$ cat src/rtl/mdp_fifo_wr_arb.sv
// Purpose : Round-robin write-side arbiter sharing one message FIFO between two
//           MDP feed producers (ch0, ch1). Grants one whole message at a time,
//           and only when the FIFO has room for the entire message.
// Latency : grant 1 cycle after the IDLE cycle in which the requester fits;
//           1 word/cycle within a message; 2 dead cycles (GAP + IDLE) between messages.
// Backpr. : chN_ready = grant & !fifo_full; fifo_wrreq = valid & ready (combinational).
// Ports   : chN_* producer request/length/data/valid/last/ready, fifo_* write port
//           and fill status, grant (one-hot owner), len_err (length mismatch pulse).
module mdp_fifo_wr_arb #(
  parameter int DATA_W   = 64,
  parameter int DEPTH    = 256,
  parameter int USEDW_W  = 8,
  parameter int HEADROOM = 0
) (
  input  logic              clk,
  input  logic              reset_n,
  input  logic              ch0_req,
  input  logic [7:0]        ch0_len_m1,
  input  logic [DATA_W-1:0] ch0_data,
  input  logic              ch0_valid,
  input  logic              ch0_last,
  output logic              ch0_ready,
  input  logic              ch1_req,
  input  logic [7:0]        ch1_len_m1,
  input  logic [DATA_W-1:0] ch1_data,
  input  logic              ch1_valid,
  input  logic              ch1_last,
  output logic              ch1_ready,
  output logic [DATA_W-1:0] fifo_data,
  output logic              fifo_wrreq,
  input  logic [USEDW_W-1:0] fifo_usedw,
  input  logic              fifo_full,
  output logic [1:0]        grant,
  output logic              len_err
);

  localparam logic [1:0] ST_IDLE = 2'd0;
  localparam logic [1:0] ST_XFER = 2'd1;
  localparam logic [1:0] ST_GAP  = 2'd2;

  // Two extra bits so DEPTH itself and len+1+HEADROOM never wrap.
  localparam int FW = USEDW_W + 2;

  logic [1:0] state_q, state_d;
  logic [1:0] grant_q, grant_d;
  logic       rr_q, rr_d;        // last served channel: 1 = ch1
  logic [7:0] cnt_q, cnt_d;
  logic [7:0] len_q, len_d;      // len_m1 of the owner, captured at grant
  logic       len_err_q, len_err_d;

  logic [FW-1:0] free_words;
  logic [FW-1:0] need0, need1;
  logic          pick1, any_req, pick_fits;
  logic          sel1, sel_valid, sel_last, acc, cnt_hit, eom;

  assign free_words = fifo_full ? '0 : (FW'(DEPTH) - FW'(fifo_usedw));
  assign need0      = FW'(ch0_len_m1) + FW'(1) + FW'(HEADROOM);
  assign need1      = FW'(ch1_len_m1) + FW'(1) + FW'(HEADROOM);

  // Priority requester: the one not served last, or the sole requester.
  // If it does not fit, nobody is granted, so long messages cannot starve.
  assign any_req   = ch0_req | ch1_req;
  assign pick1     = ch1_req & (~ch0_req | ~rr_q);
  assign pick_fits = pick1 ? (need1 <= free_words) : (need0 <= free_words);

  // grant_q is only non-zero in XFER, so it gates ready and wrreq directly.
  assign sel1      = grant_q[1];
  assign ch0_ready = grant_q[0] & ~fifo_full;
  assign ch1_ready = grant_q[1] & ~fifo_full;
  assign sel_valid = sel1 ? ch1_valid : ch0_valid;
  assign sel_last  = sel1 ? ch1_last  : ch0_last;
  assign acc       = sel_valid & (ch0_ready | ch1_ready);
  assign cnt_hit   = (cnt_q == len_q);
  assign eom       = acc & (sel_last | cnt_hit);

  assign fifo_wrreq = acc;
  assign fifo_data  = sel1 ? ch1_data : ch0_data;
  assign grant      = grant_q;
  assign len_err    = len_err_q;

  always_comb begin
    state_d   = state_q;
    grant_d   = grant_q;
    rr_d      = rr_q;
    cnt_d     = cnt_q;
    len_d     = len_q;
    len_err_d = 1'b0;
    case (state_q)
      ST_IDLE: begin
        if (any_req && pick_fits) begin
          grant_d = pick1 ? 2'b10 : 2'b01;
          len_d   = pick1 ? ch1_len_m1 : ch0_len_m1;
          state_d = ST_XFER;
        end
      end
      ST_XFER: begin
        if (eom) begin
          // Message ends on whichever of last / count comes first; a
          // disagreement between the two is flagged.
          state_d   = ST_GAP;
          grant_d   = 2'b00;
          rr_d      = sel1;
          cnt_d     = 8'd0;
          len_err_d = sel_last ^ cnt_hit;
        end else if (acc) begin
          cnt_d = cnt_q + 8'd1;
        end
      end
      ST_GAP: begin
        // Lets fifo_usedw reflect the last message before the next fit check.
        state_d = ST_IDLE;
      end
      default: begin
        state_d = ST_IDLE;
        grant_d = 2'b00;
      end
    endcase
  end

  always_ff @(posedge clk or negedge reset_n) begin
    if (!reset_n) begin
      state_q   <= ST_IDLE;
      grant_q   <= 2'b00;
      rr_q      <= 1'b1;
      cnt_q     <= 8'd0;
      len_q     <= 8'd0;
      len_err_q <= 1'b0;
    end else begin
      state_q   <= state_d;
      grant_q   <= grant_d;
      rr_q      <= rr_d;
      cnt_q     <= cnt_d;
      len_q     <= len_d;
      len_err_q <= len_err_d;
    end
  end

endmodule
$ cat config.mk
export PLATFORM = sky130hd
export DESIGN_NAME = mdp_fifo_wr_arb
export DESIGN_NICKNAME = d
export VERILOG_FILES = /design/src/rtl/mdp_fifo_wr_arb.sv
export SDC_FILE = /design/constraint.sdc
export NUM_CORES = 1
export LEC_CHECK = 0
export ABC_CLOCK_PERIOD_IN_PS = 7050
export CAP_MARGIN = 10
export CORE_MARGIN = 1.5
export CORE_UTILIZATION = 36
export DETAILED_ROUTE_END_ITERATION = 6
export GPL_TIMING_DRIVEN = 0
export PLACE_DENSITY = 0.95
export SLEW_MARGIN = 10
export SYNTH_ARGS = -nofsm -noshare
export SYNTH_HDL_FRONTEND = slang
export SYNTH_SLANG_ARGS = --single-unit
$ cat constraint.sdc
create_clock -name clk -period 7.05 [get_ports clk]
set_input_delay 2.115 -clock clk [delete_from_list [all_inputs] [get_ports clk]]
set_output_delay 2.115 -clock clk [all_outputs]
set_load 0.005 [all_outputs]
Word level (Yosys, flattened, before mapping)
Index checks and enable logic that the tools add are counted.
{ "totals": {"regBits": 22, "elab_cells": 56} }
{ "op_classes": {"add_sub_neg": 4, "magnitude_cmp": 2, "n_eq_ne": 5, "mux": 17, "n_bitwise": 14, "n_reduce_logical": 8} }
{ "op_table": {"columns": ["cell", "n"], "rows": [
  ["2-to-1 mux 64 bit", 1],
  ["2-to-1 mux 8 bit", 3],
  ["less-or-equal comparator 9 x 10 -> 1 bit", 2],
  ["adder 8 x 1 -> 9 bit, second input constant", 2],
  ["2-to-1 mux 10 bit", 1],
  ["2-to-1 mux 2 bit", 5],
  ["subtractor 9 x 8 -> 10 bit, first input constant", 1],
  ["adder 8 x 1 -> 8 bit, second input constant", 1],
  ["== test 8 bit", 1],
  ["AND reduction 2 bit", 4],
  ["one-hot mux 2 bit (3 select lines)", 1],
  ["AND 1 bit", 5],
  ["2-to-1 mux 1 bit", 5],
  ["!= test 2 bit, second input constant", 2],
  ["NOT 1 bit", 4],
  ["OR 1 bit", 4],
  ["one-hot mux 2 bit (2 select lines)", 1],
  ["AND reduction 3 bit", 1],
  ["== test 2 x 1 -> 1 bit, second input constant", 1],
  ["== test 2 bit, second input constant", 1],
  ["logical NOT 2 bit", 1],
  ["nonzero test 2 bit", 1],
  ["logical AND 1 bit", 1],
  ["XOR 1 bit", 1]
]} }

Logic depth before layout (Yosys ltp)
{ "depth": {"depth_word": 7, "depth_mapped": 14, "ltp_nobuf": 13} }

Worst setup path after synthesis
OpenSTA, ideal clock, no wires.
{ "synth_timing": {"path_type": "in2reg", "startpoint": "in fifo_usedw[1]", "endpoint": "reg len_q[0]", "setup_time_ns": 0.125, "t_arrival_ns": 4.736, "path_slack_ns": 2.189, "path_stages": 14, "n_path_buf": 1, "cell_sequence": "or3_2 -> nor3_1 -> nor3b_1 -> xnor2_1 -> nand2b_1 -> ha_1 -> nand2_1 -> nor3_1 -> o21ai_0 -> a21oi_1 -> a211oi_1 -> o32ai_2 -> buf_6 -> mux2_4"} }
{ "synth_between": {"elab_chain_cells": 6, "word_cells_on_any_way": 7} }
{ "synth_rtl": {"columns": ["item", "line_no", "text"], "rows": [
  ["from (decl)", "31", "input logic [USEDW_W-1:0] fifo_usedw,"],
  ["subtractor 9 x 8 -> 10 bit (*)", "56", "assign free_words = fifo_full ? '0 : (FW'(DEPTH) - FW'(fifo_usedw));"],
  ["2-to-1 mux 10 bit (*)", "56", null],
  ["less-or-equal comparator 9 x 10 -> 1 bit", "64", "assign pick_fits = pick1 ? (need1 <= free_words) : (need0 <= free_words);"],
  ["2-to-1 mux 1 bit (*)", "64", null],
  ["logical AND 1 bit (*)", "90", "if (any_req && pick_fits) begin"],
  ["AND reduction 2 bit (no line) (*)", null, null],
  ["to (signal assigned)", "133", "len_q <= len_d;"],
  ["to (decl)", "48", "logic [7:0] len_q, len_d;"]
]} }
Mark *: on every way between the ends. The rest lies on a longest branch, timed or not.
A chain may end at the register's enable or synchronous reset.

Worst setup path after layout
{ "layout_timing": {"startpoint": "in fifo_full", "endpoint": "out fifo_wrreq"} }
{ "layout_between": {"elab_chain_cells": 4, "word_cells_on_any_way": 5} }
{ "layout_rtl": {"columns": ["item", "line_no", "text"], "rows": [
  ["from (decl)", "32", "input logic fifo_full,"],
  ["NOT 1 bit (*)", "68, 69", null],
  ["AND 1 bit, on equally long branches", "68, 69", null],
  ["OR 1 bit (*)", "72", "assign acc = sel_valid & (ch0_ready | ch1_ready);"],
  ["AND 1 bit (*)", "72", null],
  ["to (decl)", "30", "output logic fifo_wrreq,"]
]} }
Marks and branches as above.

==> impl_metrics.env <==
export IMPL_worst_hold_path_num_cells=1
export IMPL_critPathLaunchType="input port"
export IMPL_drtPass1Iterations=4
export IMPL_synth_seq_cells=22
export IMPL_synth_top_cells_by_area="mux2_2, dfrtp_1, ha_1, xor2_1, mux2_4"
export IMPL_yosysWarningCount=0
export IMPL_share_of_cells_above_drive_strength_1_pct=17.8
export IMPL_drt_vias_per_instance=5.11
export IMPL_netlist_area_mm2=0.00279
export IMPL_rows=31
export IMPL_placeableCoreArea_mm2=0.00737
export IMPL_die_w_um=91.0
export IMPL_critical_path_cell_chain="clkdlybuf4s50_1 -> clkbuf_1 -> a21o_1 -> inv_1 -> clkdlybuf4s50_1"
export IMPL_total_leakage_power_nw=2.14
export IMPL_cts_tree="built"
export IMPL_path_max_fanout=10
export IMPL_synth_main_ff_cell="dfrtp_1"
export IMPL_track_usage_pct=28.0
export IMPL_route_antenna_remaining_nets=0
export IMPL_synth_most_common_cell="mux2_2"
export IMPL_cts_htree_levels=1
export IMPL_io_pins=231
export IMPL_global_route_overflow_total=0
export IMPL_finish_net_count=710
export IMPL_p_sw_w=0.000110
export IMPL_initial_core_util_pct=37.8
export IMPL_cts_resized_gates=0
export IMPL_wl_met2_mm=6.18
export IMPL_cp_top_family="buffers and inverters"
export IMPL_synth_cell_type_count=43
export IMPL_die_area_mm2=0.00828
export IMPL_postCtsSetupRepairBufs=0
export IMPL_timing_max_cap_violations=0
export IMPL_yosys_area_top_type_share_pct=29.9
export IMPL_netlist_top_cell_by_area="mux2_2"
export IMPL_cts_hold_buffers_added=0
export IMPL_synth_async_sr_flop_share_pct=100
export IMPL_vias=3197
export IMPL_critical_path_reg2reg_endpoint="rr_q$_DFFE_PN1P_"
export IMPL_net_sw_share_pct=26.1
export IMPL_end_kind="primary output"
export IMPL_route_final_wire_length_mm=12.0
export IMPL_hold_slack_ns=0.546
export IMPL_numCtsBuffers=3
export IMPL_min_period_over_period_pct=82.2
export IMPL_synth_sequential_area_ratio_pct=19.8
export IMPL_path_class="input port to primary output"
export IMPL_p_clk_share_pct=18.7
export IMPL_period_needed_ns=5.79
export IMPL_finalClockSkew_ns=0.00832
export IMPL_syn_nets=475
export IMPL_place_detailed_hpwl_mm=10.3
export IMPL_layout_area_overhead_vs_synth_pct=88.7
export IMPL_grt_pass1_wl_mm=17.9
export IMPL_clock_root_buffer="clkbuf_8"
export IMPL_crit_slowest_cell="clkdlybuf4s50_1"
export IMPL_layout_cell_area_non_filler_mm2=0.00526
export IMPL_number_of_cells_on_the_worst_reg_to_reg_path=7
export IMPL_cp_most_frequent_cell="clkdlybuf4s50_1"
export IMPL_clkLatencyLatePin_ns=0.27
export IMPL_cts_sinks=22
export IMPL_worst_pin_slew_ns=1.05
export IMPL_share_seq_of_total_power_pct=29.8
export IMPL_wirelength_met1_mm=4.49
export IMPL_routedWlPerCell_um=19.2
export IMPL_ir_drop_mv=0.0653
export IMPL_placed_area_mm2=0.00521
export IMPL_initialDrtViolationCount=131
export IMPL_final_max_slew_viol_count=0
export IMPL_max_slew_margin_rel_pct=29.6
export IMPL_path_clk_slew_ns=0.08
export IMPL_grt_setup_unrepaired="false"
export IMPL_crit_reg2reg_launch="grant[1]$_DFFE_PN0P_"
export IMPL_post_route_drc_count=0
export IMPL_power_density_mw_per_mm2=80.5
export IMPL_maximum_number_of_pins_on_one_net_before_global_route_repair=23
export IMPL_min_delay_worst_endpoint="len_q[5]$_DFFE_PN0P_"
export IMPL_setup_viol=0
export IMPL_timing_final_hold_violations=0
export IMPL_worst_path_stages=5
export IMPL_status="completed"
export IMPL_floorplan_die_height_um=91.0
export IMPL_synth_common_cells="mux2_2, xor2_1, dfrtp_1, ha_1, nor2_1"
export IMPL_route_met3_wl_mm=1.02
export IMPL_gpl_final_weighted_congestion=0.890
export IMPL_fmaxAchievable_mhz=173
export IMPL_total_negative_setup_slacks_ns=0
export IMPL_number_of_instances_in_the_synthesized_netlist=293
export IMPL_diodes=0
export IMPL_antenna_found_initial=1
export IMPL_synthesis_area_per_instance_um2=9.51
export IMPL_power_share_combinational_pct=51.5
export IMPL_total_internal_power_w=0.000313
export IMPL_hold_path_startpoint="len_q[5]$_DFFE_PN0P_"
export IMPL_arrival_time_worst_endpoint_ns=3.68
export IMPL_top_layer="met4"
export IMPL_critPathRequiredTime_ns=4.93
export IMPL_count_of_port_buffers_added_during_placement=230
export IMPL_hp_class="flop to flop"
export IMPL_synth_enable_flop_cells=0
export IMPL_number_of_global_route_vias_before_repair=3424
export IMPL_worstPathBufferInverterCount=4
export IMPL_rrSetupSlack_ns=3.72
export IMPL_slowest_delay_ns=0.49
export IMPL_clock_tree_buffer_depth=2
## layout make-up
class / count / area, µm²
Timing Repair Buffer: 230 / 2300
Multi-Input combinational cell: 254 / 2160
Buffer: 11 / 48.8
Inverter: 6 / 22.5
Clock buffer: 4 / 45.0
Tap cell: 99 / 124
Fill cell: 569 / 2110
Sequential cell: 22 / 552
## power by group through the flow
| stage | registers, W | logic [W] | clock network (W) |
|---|---|---|---|
| finish | 0.000126 | 0.000218 | 0.0000791 |
| global route | 0.000126 | 0.000231 | 0.0000891 |
| detailed placement | 0.000129 | 0.000216 | 0 |
| floorplan | 0.000129 | 0.0000634 | 0 |
| global placement | 0.000129 | 0.000209 | 0 |
| CTS | 0.000126 | 0.000217 | 0.0000784 |
## logic make-up (layout without fill, tap and decap cells)
group	after synthesis	in the layout	share of synthesized area (%)
xor+xnor	31	31	10.0
simple gates	90	90	16.9
mux	85	85	35.1
buf+inv	17	251	2.56
flops	22	22	19.8
fa+ha+maj	21	21	9.43
compound gates	27	27	6.20
## per-layer routing
layer  up-vias  GRT usage, %
met5         -             0
met4         0          8.07
met3        24          7.62
met2       141          50.6
met1      1500          31.9
li1       1532             -
## state kept, by name, summed over array words and instances, names as in the netlist
register	cells
grant	2
len_q	8
cnt_q	8
state_q	2
len_err	1
rr_q	1
## metrics by stage
| step | cells | util, % | worst slack [ns] | power (W) |
|---|---|---|---|---|
| 6_report | 626 | 71.3 | 1.26 | 0.000423 |
| 5_1_grt | 626 | 71.3 | 1.19 | 0.000446 |
| 4_1_cts | 626 | 71.3 | 1.26 | 0.000422 |
| 3_5_place_dp | 622 | 70.7 | 1.26 | 0.000344 |
| 3_3_place_gp | 622 | 70.7 | 1.30 | 0.000338 |
| 2_1_floorplan | 293 | - | 2.19 | 0.000192 |
## cells in the final DEF (no fill, tap or decap), drive strengths merged, types with 2 or more instances in the layout
cell,instances
nand2,18
and3,2
inv,6
nand4,5
clkbuf,11
a211oi,2
buf,4
dfrtp,21
or3,2
nor4,2
nand3b,2
o21ai,11
xor2,22
nor2,19
and2,4
o31ai,2
nor2b,4
mux2,81
nor3,7
mux2i,4
a21oi,6
ha,21
xnor2,9
nand3,12
nand2b,8
clkdlybuf4s50,230
## how the worst max path moves through the flow
| stage | startpoint | to | slack [ns] |
|---|---|---|---|
| after floorplan | fifo_usedw[1] | len_q[0]$_DFFE_PN0P_ | 2.19 |
| after global placement | fifo_full | fifo_wrreq | 1.30 |
| after detailed placement | fifo_full | fifo_wrreq | 1.26 |
| after CTS | fifo_full | fifo_wrreq | 1.26 |
| after global routing | fifo_full | fifo_wrreq | 1.19 |
| final | fifo_full | fifo_wrreq | 1.26 |
## worst register-to-register path, cell delays in order (launching register included)
cell and delay (ns):
dfrtp_1 0.35, clkbuf_1 0.28, clkbuf_1 0.43, buf_1 0.49, mux2i_1 0.16, ha_1 0.27, nor3_1 0.86, mux2_2 0.42
Note: power is estimated with default switching activity, not from simulation.
